===== src/rtl/pipe_pkg.sv =====
// pipe_pkg: shared entry type and default widths for the skid pipeline stage
package pipe_pkg;
  localparam int PC_W_DEF = 32;
  localparam int INSTR_W_DEF = 32;
  localparam int CNT_W_DEF = 16;
  typedef struct packed {
    logic [PC_W_DEF-1:0] pc;
    logic [INSTR_W_DEF-1:0] instr;
  } pipe_entry_t;
endpackage


===== src/rtl/pipe_stage_skid.sv =====
// pipe_stage_skid: two-entry skid buffer with registered ready, flush and stall counting
module pipe_stage_skid
  import pipe_pkg::*;
#(
  parameter int PC_W = PC_W_DEF,
  parameter int INSTR_W = INSTR_W_DEF,
  parameter int CNT_W = CNT_W_DEF
) (
  input  logic clk,
  input  logic rst,
  input  logic flush,
  input  logic in_valid,
  output logic in_ready,
  input  logic [PC_W-1:0] in_pc,
  input  logic [INSTR_W-1:0] in_instr,
  output logic out_valid,
  input  logic out_ready,
  output logic [PC_W-1:0] out_pc,
  output logic [INSTR_W-1:0] out_instr,
  output logic [1:0] occupancy,
  output logic [CNT_W-1:0] stall_cnt
);
  pipe_entry_t m, s, in_e;
  logic m_valid, s_valid, rdy;
  logic in_xfer, out_xfer;
  assign in_e = '{pc: PC_W_DEF'(in_pc), instr: INSTR_W_DEF'(in_instr)};
  assign in_xfer = in_valid && rdy;
  assign out_xfer = m_valid && out_ready;
  assign in_ready = rdy;
  assign out_valid = m_valid;
  assign out_pc = PC_W'(m.pc);
  assign out_instr = INSTR_W'(m.instr);
  assign occupancy = {1'b0, m_valid} + {1'b0, s_valid};
  always_ff @(posedge clk) begin
    if (rst || flush) begin
      m_valid <= 1'b0;
      s_valid <= 1'b0;
      m <= '0;
      s <= '0;
      rdy <= 1'b1;
    end else if (!m_valid || out_xfer) begin
      // M refills from S first; S can only be valid here when M is draining
      m_valid <= s_valid || in_xfer;
      m <= s_valid ? s : in_xfer ? in_e : '0;
      s_valid <= 1'b0;
      s <= '0;
      rdy <= 1'b1;
    end else if (in_xfer) begin
      s_valid <= 1'b1;
      s <= in_e;
      rdy <= 1'b0;
    end
  end
  always_ff @(posedge clk) begin
    if (rst)
      stall_cnt <= '0;
    else if (m_valid && !out_ready && stall_cnt != '1)
      stall_cnt <= stall_cnt + 1'b1;
  end
endmodule


===== config.mk =====
export PLATFORM = sky130hd
export DESIGN_NAME = pipe_stage_skid
export DESIGN_NICKNAME = d
export VERILOG_FILES = /design/src/rtl/pipe_pkg.sv /design/src/rtl/pipe_stage_skid.sv
export SDC_FILE = /design/constraint.sdc
export NUM_CORES = 1
export LEC_CHECK = 0
export ABC_AREA = 1
export CAP_MARGIN = 10
export CORE_MARGIN = 8
export CORE_UTILIZATION = 54
export CTS_CLUSTER_DIAMETER = 200
export DETAILED_ROUTE_END_ITERATION = 16
export PLACE_DENSITY_LB_ADDON = 0.05
export SLEW_MARGIN = 20
export SYNTH_ARGS = -nofsm -noshare
export SYNTH_HDL_FRONTEND = slang
export SYNTH_SLANG_ARGS = --single-unit

===== constraint.sdc =====
create_clock -name clk -period 2.5 [get_ports clk]
set_clock_uncertainty 0.2 [all_clocks]
set_input_delay 0.5 -clock clk [delete_from_list [all_inputs] [get_ports clk]]
set_output_delay 0.5 -clock clk [all_outputs]
set_load 0.02 [all_outputs]

==> results of run 1 <==
[worst min-delay path, delay by kind of cell, from the launching register on]
kind,cells,cell delay [ps]
flops,1,330
simple gates,2,110
[layout make-up]
class / instances / share of cell area
clock inverters: 9 / 0.0143
well taps: 168 / 0.0235
inverters: 140 / 0.0587
clock buffers: 23 / 0.0534
flip-flops and latches: 147 / 0.329
multi-input cells: 641 / 0.330
repair buffers: 165 / 0.191
[flip-flops by register name, summed over array words and instances (netlist names)]
name / cells
stall_cnt: 16
out_pc: 32
s_valid: 1
in_ready: 1
out_instr: 32
s: 64
out_valid: 1
[power groups by stage]
stage / registers, µW / clock network, µW / logic, µW
finish: 2410 / 2600 / 516
global route: 2410 / 2750 / 569
CTS: 2410 / 2630 / 520
detailed placement: 2460 / 0 / 516
global placement: 2460 / 0 / 513
floorplan: 2500 / 0 / 221
[worst min path at each step]
stage	startpoint	to	slack, ps
2_1_floorplan	s[0]$_SDFFE_PP0P_	s[0]$_SDFFE_PP0P_	300
3_3_place_gp	in_ready$_SDFFE_PP1P_	in_ready$_SDFFE_PP1P_	270
3_5_place_dp	in_ready$_SDFFE_PP1P_	in_ready$_SDFFE_PP1P_	280
4_1_cts	in_ready$_SDFFE_PP1P_	in_ready$_SDFFE_PP1P_	290
5_1_grt	in_ready$_SDFFE_PP1P_	in_ready$_SDFFE_PP1P_	300
6_report	in_ready$_SDFFE_PP1P_	in_ready$_SDFFE_PP1P_	290
[cell usage after synthesis, drive strengths merged]
cell type / number / area [µm²]
nand4: 2 / 27.5
dfxtp: 147 / 2940
ha: 2 / 25.0
o21bai: 64 / 480
buf: 38 / 239
o21ai: 128 / 641
nor2: 52 / 248
a21oi: 10 / 50.1
nand2: 367 / 1390
a21boi: 1 / 7.51
inv: 140 / 526
nand3b: 1 / 7.51
clkbuf: 20 / 75.1
nand3: 14 / 75.1
[routing by layer]
layer / share of wire / up-vias
met5: 0 / -
met4: 0.016 / 0
met3: 0.074 / 25
met2: 0.48 / 182
met1: 0.43 / 2831
li1: - / 3271
[through the flow]
| stage | utilization | std cells | hold WS (ps) | cell area (µm²) | total power, µW |
|---|---|---|---|---|---|
| final | 0.739 | 1293 | 287 | 8950 | 5530 |
| after global routing | 0.739 | 1293 | 305 | 8950 | 5730 |
| after CTS | 0.739 | 1293 | 288 | 8950 | 5560 |
| after detailed placement | 0.689 | 1261 | 278 | 8350 | 2970 |
| after global placement | 0.689 | 1261 | 273 | 8350 | 2970 |
| after floorplan | - | 986 | 300 | 6730 | 2720 |
[logic make-up after synthesis]
| group | after synthesis | share of synthesized area |
|---|---|---|
| simple gates | 436 | 0.259 |
| compound gates | 203 | 0.175 |
| buf+inv | 198 | 0.125 |
| flops | 147 | 0.437 |
| fa+ha+maj | 2 | 0.00372 |
[layout by cell type, fill, tap and decap left out, drive strengths merged]
cell type,synthesis,final
o21bai,64,64
nand4,2,2
bufinv,0,3
nor2,52,52
inv,140,140
a21boi,1,1
o21ai,128,128
buf,38,13
nand3b,1,1
dfxtp,147,147
a21oi,10,10
clkdlybuf4s50,0,152
ha,2,2
nand2,367,367
clkinvlp,0,3
nand3,14,14
clkinv,0,3
clkbuf,20,23
==> run_results.csv, run 1 <==
group,metric,value,unit
die,core_area,0.0121,mm²
die,die_area,0.0163,mm²
die,die_y,128,µm
cells_and_area,insertedDiodeCount,0,
timing,fin_crit,2360,ps
yosys,netlist_instances,986,
power_and_ir_drop,p_leak,0.00476,µW
clock_network,cts_max_level,4,
timing,setup-tns-final,0,ps
worst_setup_path,cp_num_cells,2,
worst_setup_path,depth_of_the_worst_register_to_register_path,6,
global_route,initial_antenna_violation_count,0,
clock_network,clock_sink_count,147,
timing,finalHoldViolCount,0,
status,outcome,"finished clean",
clock_network,post_cts_resize_count,0,
yosys,syn-mean-instance-area,6.82,µm²
routing,routed_wirelength,17600,µm
run,timing.max_cap.violations,0,
placement,dp_worst_setup_slack,228,ps
cells_and_area,post_layout_net_count,1183,
cells_and_area,area.sequential,0.00295,mm²
worst_setup_path,crit_start,"out_valid$_SDFFE_PP0P_",
global_route,first_global_vias,6127,
hold_path,timing.hold.worst_path_depth,2,
global_route,groute.layer.met2.usage,0.371,
routing,postRouteAntennaNets,0,
worst_setup_path,critical_path.endpoint,"occupancy[0]",
placement,place.gp.congestion,0.793,
power_and_ir_drop,p_seq_frac,0.436,
global_route,grt.met3_usage,0.0682,
worst_setup_path,r2r_slack,650,ps
die,die_width,128,µm
cells_and_area,layout-drive-gt1-share,0.0533,
yosys,synthesis.nets,1057,
routing,drt-pass1-iter-count,5,
worst_setup_path,rr_endpoint,"out_pc[15]$_SDFFE_PP0P_",
global_route,globalRoute.busiestLayer,"met2",
placement,hpwl,11000,µm
routing,drc_violation_count_after_routing,0,
clock_network,quantity_of_hold_fixing_buffers_added_after_cts,0,
worst_setup_path,crit_chain,"ha_1, clkdlybuf4s50_1",
timing,max_freq,424,MHz
clock_network,cts_inserted_buffers,17,
clock_network,clockBufferDepth,2,
worst_setup_path,timing.critical_path.required,1800,ps
worst_setup_path,worst_ep_arrival_time,1660,ps
power_and_ir_drop,peakVddDrop,0.497,mV
yosys,synth-seq-cells,147,
timing,post-route-worst-setup-slack,144,ps
yosys,synth-seq-area-share,0.437,
clock_network,clkSlewWorstSetupHoldPaths,60,ps
global_route,grt_use_total,0.218,
global_route,grt_use_met1,0.252,
power_and_ir_drop,switchingPower,1250,µW
worst_setup_path,slowest_delay,600,ps
global_route,grt_start_max_net_pins,130,
global_route,grt_pass1_wl,28800,µm
yosys,count_of_unique_library_cells_instantiated_by_yosys,22,
timing,period_share,0.942,
worst_setup_path,start_kind,"flop",
hold_path,min_path_type,"flop to flop",
clock_network,cts_setup_buffers,0,
clock_network,ctsRootBufferMaster,"clkbuf_16",
worst_setup_path,setup.worst_path.class,"flop to output pin",
die,starting_density_of_the_core,0.556,
power_and_ir_drop,pwr_density_cell,617,mW/mm²
die,io_pins,153,
routing,detail_route.iter0.violations,545,
timing,setup_repair_after_global_routing_missed_its_margin,"no",
yosys,post_synth_instance_area,0.00673,mm²
worst_setup_path,critPathMaxFanout,3,
worst_setup_path,setup.worst_path.end_class,"output pin",
power_and_ir_drop,p_sw_frac,0.225,
timing,final_max_slew_viol_count,0,
power_and_ir_drop,logic_pwr_share,0.093,
clock_network,insertion_delay,420,ps
worst_setup_path,slowest_stage,"clkdlybuf4s50_1",
yosys,synth_warnings,0,
clock_network,tritoncts_clock_tree,"built",
die,placementRows,40,
placement,io_buffers,152,
worst_setup_path,path_delay_family,"buffers and inverters",
routing,post_drt_via_cell_ratio,4.88,
cells_and_area,layout.filler_cells,1019,
timing,tightest_slew,525,ps
timing,report.final.setup_viol,0,
worst_setup_path,regToRegStartpoint,"out_valid$_SDFFE_PP0P_",
cells_and_area,combined_area_of_the_multi_input_logic_cells,0.00296,mm²
worst_setup_path,critical_path_buf_inv_count,1,
routing,drt-wirelength-per-cell,13.6,µm
power_and_ir_drop,cell_internal_pwr,4280,µW
cells_and_area,flow.area_growth_from_synthesis,33.0,%
global_route,globalRoute.totalOverflow,0,
routing,vias,6309,
power_and_ir_drop,power.share.clock,0.471,
timing,max-slew-margin-rel,0.650,
Note: power is estimated with default switching activity, not from simulation.
==> inputs of run 2 (changes only) <==
CORE_UTILIZATION = 60   (was 54)
DONT_BUFFER_PORTS = 1   (was not set)
==> run_results.csv, run 2 (synthesis results as in run 1) <==
group,metric,value,unit
power_and_ir_drop,p_leak,0.00441,µW
worst_setup_path,critPathMaxFanout,41,
routing,vias,6029,
die,core_area,0.0109,mm²
routing,routed_wirelength,16900,µm
clock_network,clockBufferDepth,2,
cells_and_area,layout.filler_cells,884,
timing,fin_crit,2210,ps
timing,setup_repair_after_global_routing_missed_its_margin,"no",
cells_and_area,post_layout_net_count,1087,
die,placementRows,38,
timing,setup-tns-final,0,ps
placement,io_buffers,0,
placement,dpl_cell_area,0.00671,mm²
cells_and_area,most-common-layout-cells,"363 x nand2_1, 146 x dfxtp_1, 137 x inv_1",
die,die_y,122,µm
clock_network,cts_inserted_buffers,17,
timing,finalHoldViolCount,0,
worst_setup_path,worst_ep_arrival_time,1510,ps
routing,drt-pass1-iter-count,5,
cells_and_area,largest_register_ffs,64,
worst_setup_path,crit_chain,"ha_1",
global_route,initial_antenna_violation_count,0,
clock_network,cts_max_level,4,
cells_and_area,layout-drive-gt1-share,0.0496,
global_route,grt_use_total,0.229,
clock_network,ctsRootBufferMaster,"clkbuf_8",
power_and_ir_drop,pwr_density_cell,668,mW/mm²
cells_and_area,largest-register,"s",
worst_setup_path,setup.worst_path.end_class,"output pin",
die,io_pins,153,
global_route,grt_pass1_wl,27500,µm
placement,hpwl,10500,µm
global_route,first_global_vias,5704,
worst_setup_path,start_kind,"flop",
timing,report.final.setup_viol,0,
placement,place.gp.congestion,0.779,
worst_setup_path,regToRegStartpoint,"out_valid$_SDFFE_PP0P_",
clock_network,tritoncts_clock_tree,"built",
hold_path,hold_path_startpoint,"in_instr[24]",
global_route,globalRoute.totalOverflow,0,
worst_setup_path,path_delay_family,"flip-flops",
routing,postRouteAntennaNets,0,
die,starting_density_of_the_core,0.618,
timing,final_max_slew_viol_count,0,
die,die_width,122,µm
cells_and_area,finalInstanceArea,0.00790,mm²
worst_setup_path,crit_start,"s_valid$_SDFFE_PP0P_",
timing,period_share,0.883,
worst_setup_path,setup.worst_path.class,"flop to output pin",
clock_network,clkSlewWorstSetupHoldPaths,60,ps
clock_network,cts_setup_buffers,0,
power_and_ir_drop,peakVddDrop,0.440,mV
clock_network,clock_sink_count,147,
routing,post_drt_via_cell_ratio,5.16,
worst_setup_path,slowest_stage,"dfxtp_4",
cells_and_area,flow.area_growth_from_synthesis,17.4,%
global_route,grt_start_max_net_pins,91,
cells_and_area,layout.cells.most_common,"nand2_1",
routing,drc_violation_count_after_routing,0,
routing,detail_route.iter0.violations,514,
worst_setup_path,timing.critical_path.required,1800,ps
die,die_area,0.0149,mm²
cells_and_area,insertedDiodeCount,0,
hold_path,min_path_type,"primary input to flop",
routing,drt-wirelength-per-cell,14.5,µm
worst_setup_path,critical_path_buf_inv_count,0,
timing,max_freq,453,MHz
timing,tightest_slew,1100,ps
status,outcome,"finished clean",
clock_network,insertion_delay,530,ps
worst_setup_path,slowest_delay,600,ps
run,timing.max_cap.violations,0,
timing,max-slew-margin-rel,0.267,
==> run 2: changes by cell type in the layout (fill, tap and decap cells not counted) <==
cell             change
clkdlybuf4s50_1    -152
dlygate4sd3_1       +62
buf_12               -3
buf_4                -3
clkbuf_8             +3
clkinvlp_4           -3
clkbuf_1             +2
bufinv_16            -1
clkbuf_16            -1
clkinv_2             -1
==> run 2: tightest hold or removal path, cell delays in order <==
cell,delay (ps)
nand2_1,60
nand2_1,70
nand2_1,50
inv_1,40
==> run 2: worst paths after layout <==
check        slack (ps)  cells past startpoint                        end
max                 290                      1               occupancy[0]
min                  20                      4         s[24]$_SDFFE_PP0P_
max reg2reg         350                      7  stall_cnt[0]$_SDFFE_PP0P_
min reg2reg         320                      4         s[12]$_SDFFE_PP0P_
==> run 2: repair_timing <==
action                    CTS  global route
hold endpoints to repair   62             0
resized for setup           0             0
hold buffers               62             0
==> run 2: final cells by class <==
| cell class | instances | area, µm² | area share |
|---|---|---|---|
| Multi-Input combinational cell | 641 | 2960 | 0.374 |
| Sequential cell | 147 | 2950 | 0.373 |
| Timing Repair Buffer | 69 | 723 | 0.0916 |
| Inverter | 140 | 526 | 0.0665 |
| Clock buffer | 27 | 502 | 0.0635 |
| Tap cell | 140 | 175 | 0.0222 |
| Clock inverter | 4 | 70.1 | 0.00887 |
==> run 2: layer usage <==
metal,part of all wire,GRT usage
met5,0,0
met4,0.018,0.0817
met3,0.098,0.0791
met2,0.47,0.384
met1,0.41,0.265
==> run 2: report_power, final <==
group / switching, µW / internal, µW
clock network: 910 / 1550
registers: 80.1 / 2380
logic: 197 / 156
==> run 2: through the flow <==
step	worst slack [ps]	hold WS [ps]	std cells	utilization	power [µW]
after floorplan	776	300	986	-	2720
after global placement	442	308	1075	0.616	2770
after detailed placement	382	310	1075	0.616	2780
after CTS	282	1.71	1168	0.725	5300
after global routing	147	28.1	1168	0.725	5460
final	292	17.9	1168	0.725	5270
==> inputs of run 3 (changes only) <==
CAP_MARGIN = 20   (was 10)
==> run_results.csv, run 3 (synthesis results as in run 1) <==
group,metric,value,unit
routing,drc_violation_count_after_routing,0,
clock_network,clock_sink_count,147,
cells_and_area,finalInstanceArea,0.00792,mm²
clock_network,cts_setup_buffers,0,
routing,postRouteAntennaNets,0,
hold_path,min_path_type,"primary input to flop",
timing,setup_repair_after_global_routing_missed_its_margin,"no",
die,placementRows,38,
timing,tightest_slew,715,ps
routing,post_drt_via_cell_ratio,5.16,
clock_network,tritoncts_clock_tree,"built",
clock_network,cts_max_level,4,
power_and_ir_drop,logic_pwr_share,0.067,
worst_setup_path,critPathMaxFanout,41,
timing,report.final.setup_viol,0,
routing,drt-wirelength-per-cell,14.5,µm
worst_setup_path,critical_path_buf_inv_count,0,
timing,whs,16.5,ps
routing,drt-pass1-iter-count,5,
worst_setup_path,worst_ep_arrival_time,1510,ps
global_route,globalRoute.totalOverflow,0,
timing,setup-tns-final,0,ps
die,die_width,122,µm
worst_setup_path,rr_endpoint,"stall_cnt[13]$_SDFFE_PP0P_",
timing,max-slew-margin-rel,0.523,
cells_and_area,most-common-layout-cells,"363 x nand2_1, 146 x dfxtp_1, 137 x inv_1",
routing,detail_route.iter0.violations,539,
power_and_ir_drop,pwr_density_cell,666,mW/mm²
worst_setup_path,regToRegStartpoint,"out_valid$_SDFFE_PP0P_",
cells_and_area,post_layout_net_count,1088,
global_route,grt_start_max_net_pins,91,
power_and_ir_drop,p_seq_frac,0.467,
global_route,first_global_vias,5704,
cells_and_area,layout.filler_cells,882,
worst_setup_path,setup.worst_path.end_class,"output pin",
worst_setup_path,timing.critical_path.required,1800,ps
routing,vias,6031,
worst_setup_path,path_delay_family,"flip-flops",
clock_network,insertion_delay,530,ps
die,starting_density_of_the_core,0.618,
power_and_ir_drop,switchingPower,1190,µW
hold_path,timing.hold.worst_path_depth,4,
worst_setup_path,start_kind,"flop",
cells_and_area,layout.cells.most_common,"nand2_1",
worst_setup_path,slowest_stage,"dfxtp_4",
power_and_ir_drop,power.share.clock,0.466,
cells_and_area,layout-drive-gt1-share,0.0505,
global_route,initial_antenna_violation_count,0,
power_and_ir_drop,peakVddDrop,0.440,mV
run,timing.max_cap.violations,0,
placement,dpl_cell_area,0.00671,mm²
global_route,grt_use_total,0.229,
die,die_y,122,µm
status,outcome,"finished clean",
worst_setup_path,crit_chain,"ha_1",
clock_network,clockBufferDepth,2,
cells_and_area,largest_register_ffs,64,
timing,finalHoldViolCount,0,
timing,period_share,0.884,
global_route,grt_pass1_wl,27500,µm
power_and_ir_drop,cell_internal_pwr,4090,µW
hold_path,hold_path_startpoint,"in_instr[24]",
power_and_ir_drop,p_sw_frac,0.225,
placement,io_buffers,0,
cells_and_area,insertedDiodeCount,0,
timing,final_max_slew_viol_count,0,
cells_and_area,largest-register,"s",
hold_path,hold_end,"s[24]$_SDFFE_PP0P_",
clock_network,ctsRootBufferMaster,"clkbuf_8",
timing,fin_crit,2210,ps
worst_setup_path,depth_of_the_worst_register_to_register_path,8,
clock_network,clkSlewWorstSetupHoldPaths,60,ps
timing,max_freq,452,MHz
die,io_pins,153,
cells_and_area,flow.area_growth_from_synthesis,17.7,%
clock_network,cts_inserted_buffers,17,
power_and_ir_drop,p_leak,0.00442,µW
die,core_area,0.0109,mm²
worst_setup_path,slowest_delay,590,ps
worst_setup_path,r2r_slack,490,ps
placement,hpwl,10500,µm
die,die_area,0.0149,mm²
placement,place.gp.congestion,0.779,
worst_setup_path,setup.worst_path.class,"flop to output pin",
routing,routed_wirelength,16900,µm
run 3: changes by cell type in the layout (fill, tap and decap cells not counted):
| cell | before | now |
|---|---|---|
| buf_12 | 4 | 5 |
run 3: repair_timing:
item                                   4_1_cts  5_1_grt
hold buffers                                62        0
endpoints found under the hold margin       62        0
gates resized for setup                      0        0
run 3: final cells by class:
| type | instances | area, µm² | share of cell area |
|---|---|---|---|
| clock inverter | 4 | 70.1 | 0.00885 |
| tap | 140 | 175 | 0.0221 |
| timing repair buffer | 70 | 743 | 0.0939 |
| sequential | 147 | 2950 | 0.372 |
| multi-input combinational | 641 | 2960 | 0.373 |
| clock buffer | 27 | 502 | 0.0634 |
| inverter | 140 | 526 | 0.0664 |
run 3: layer usage:
layer	share of wire	track usage	wire, µm
met1	0.42	0.265	7170
met2	0.48	0.384	8060
met4	0.017	0.0817	292
met3	0.083	0.0791	1410
met5	0	0	0
run 3: worst max-delay path by stage:
| stage | cells past startpoint | to | start | slack, ps |
|---|---|---|---|---|
| 2_1_floorplan | 7 | stall_cnt[15]$_SDFFE_PP0P_ | stall_cnt[0]$_SDFFE_PP0P_ | 780 |
| 3_3_place_gp | 5 | in_ready$_SDFFE_PP1P_ | flush | 440 |
| 3_5_place_dp | 7 | stall_cnt[0]$_SDFFE_PP0P_ | out_valid$_SDFFE_PP0P_ | 380 |
| 4_1_cts | 1 | occupancy[0] | s_valid$_SDFFE_PP0P_ | 280 |
| 5_1_grt | 1 | occupancy[0] | s_valid$_SDFFE_PP0P_ | 230 |
| 6_report | 1 | occupancy[0] | s_valid$_SDFFE_PP0P_ | 290 |
run 3: through the flow:
stage / setup slack, ps / cells / util / total power (µW)
after floorplan: 776 / 986 / - / 2720
after global placement: 442 / 1075 / 0.616 / 2770
after detailed placement: 382 / 1075 / 0.616 / 2780
after CTS: 282 / 1168 / 0.725 / 5300
after global routing: 234 / 1169 / 0.727 / 5460
final: 289 / 1169 / 0.727 / 5280
run 3: power groups by stage:
stage,clock network [µW],registers [µW],logic [µW]
3_5_place_dp,0,2520,265
5_1_grt,2590,2470,400
4_1_cts,2490,2470,350
3_3_place_gp,0,2520,255
6_report,2460,2470,355
2_1_floorplan,0,2500,221
run 3: worst min-delay path: cells and delay by family:
kind	cells	cell delay [ps]
simple gates	3	180
buf+inv	1	40
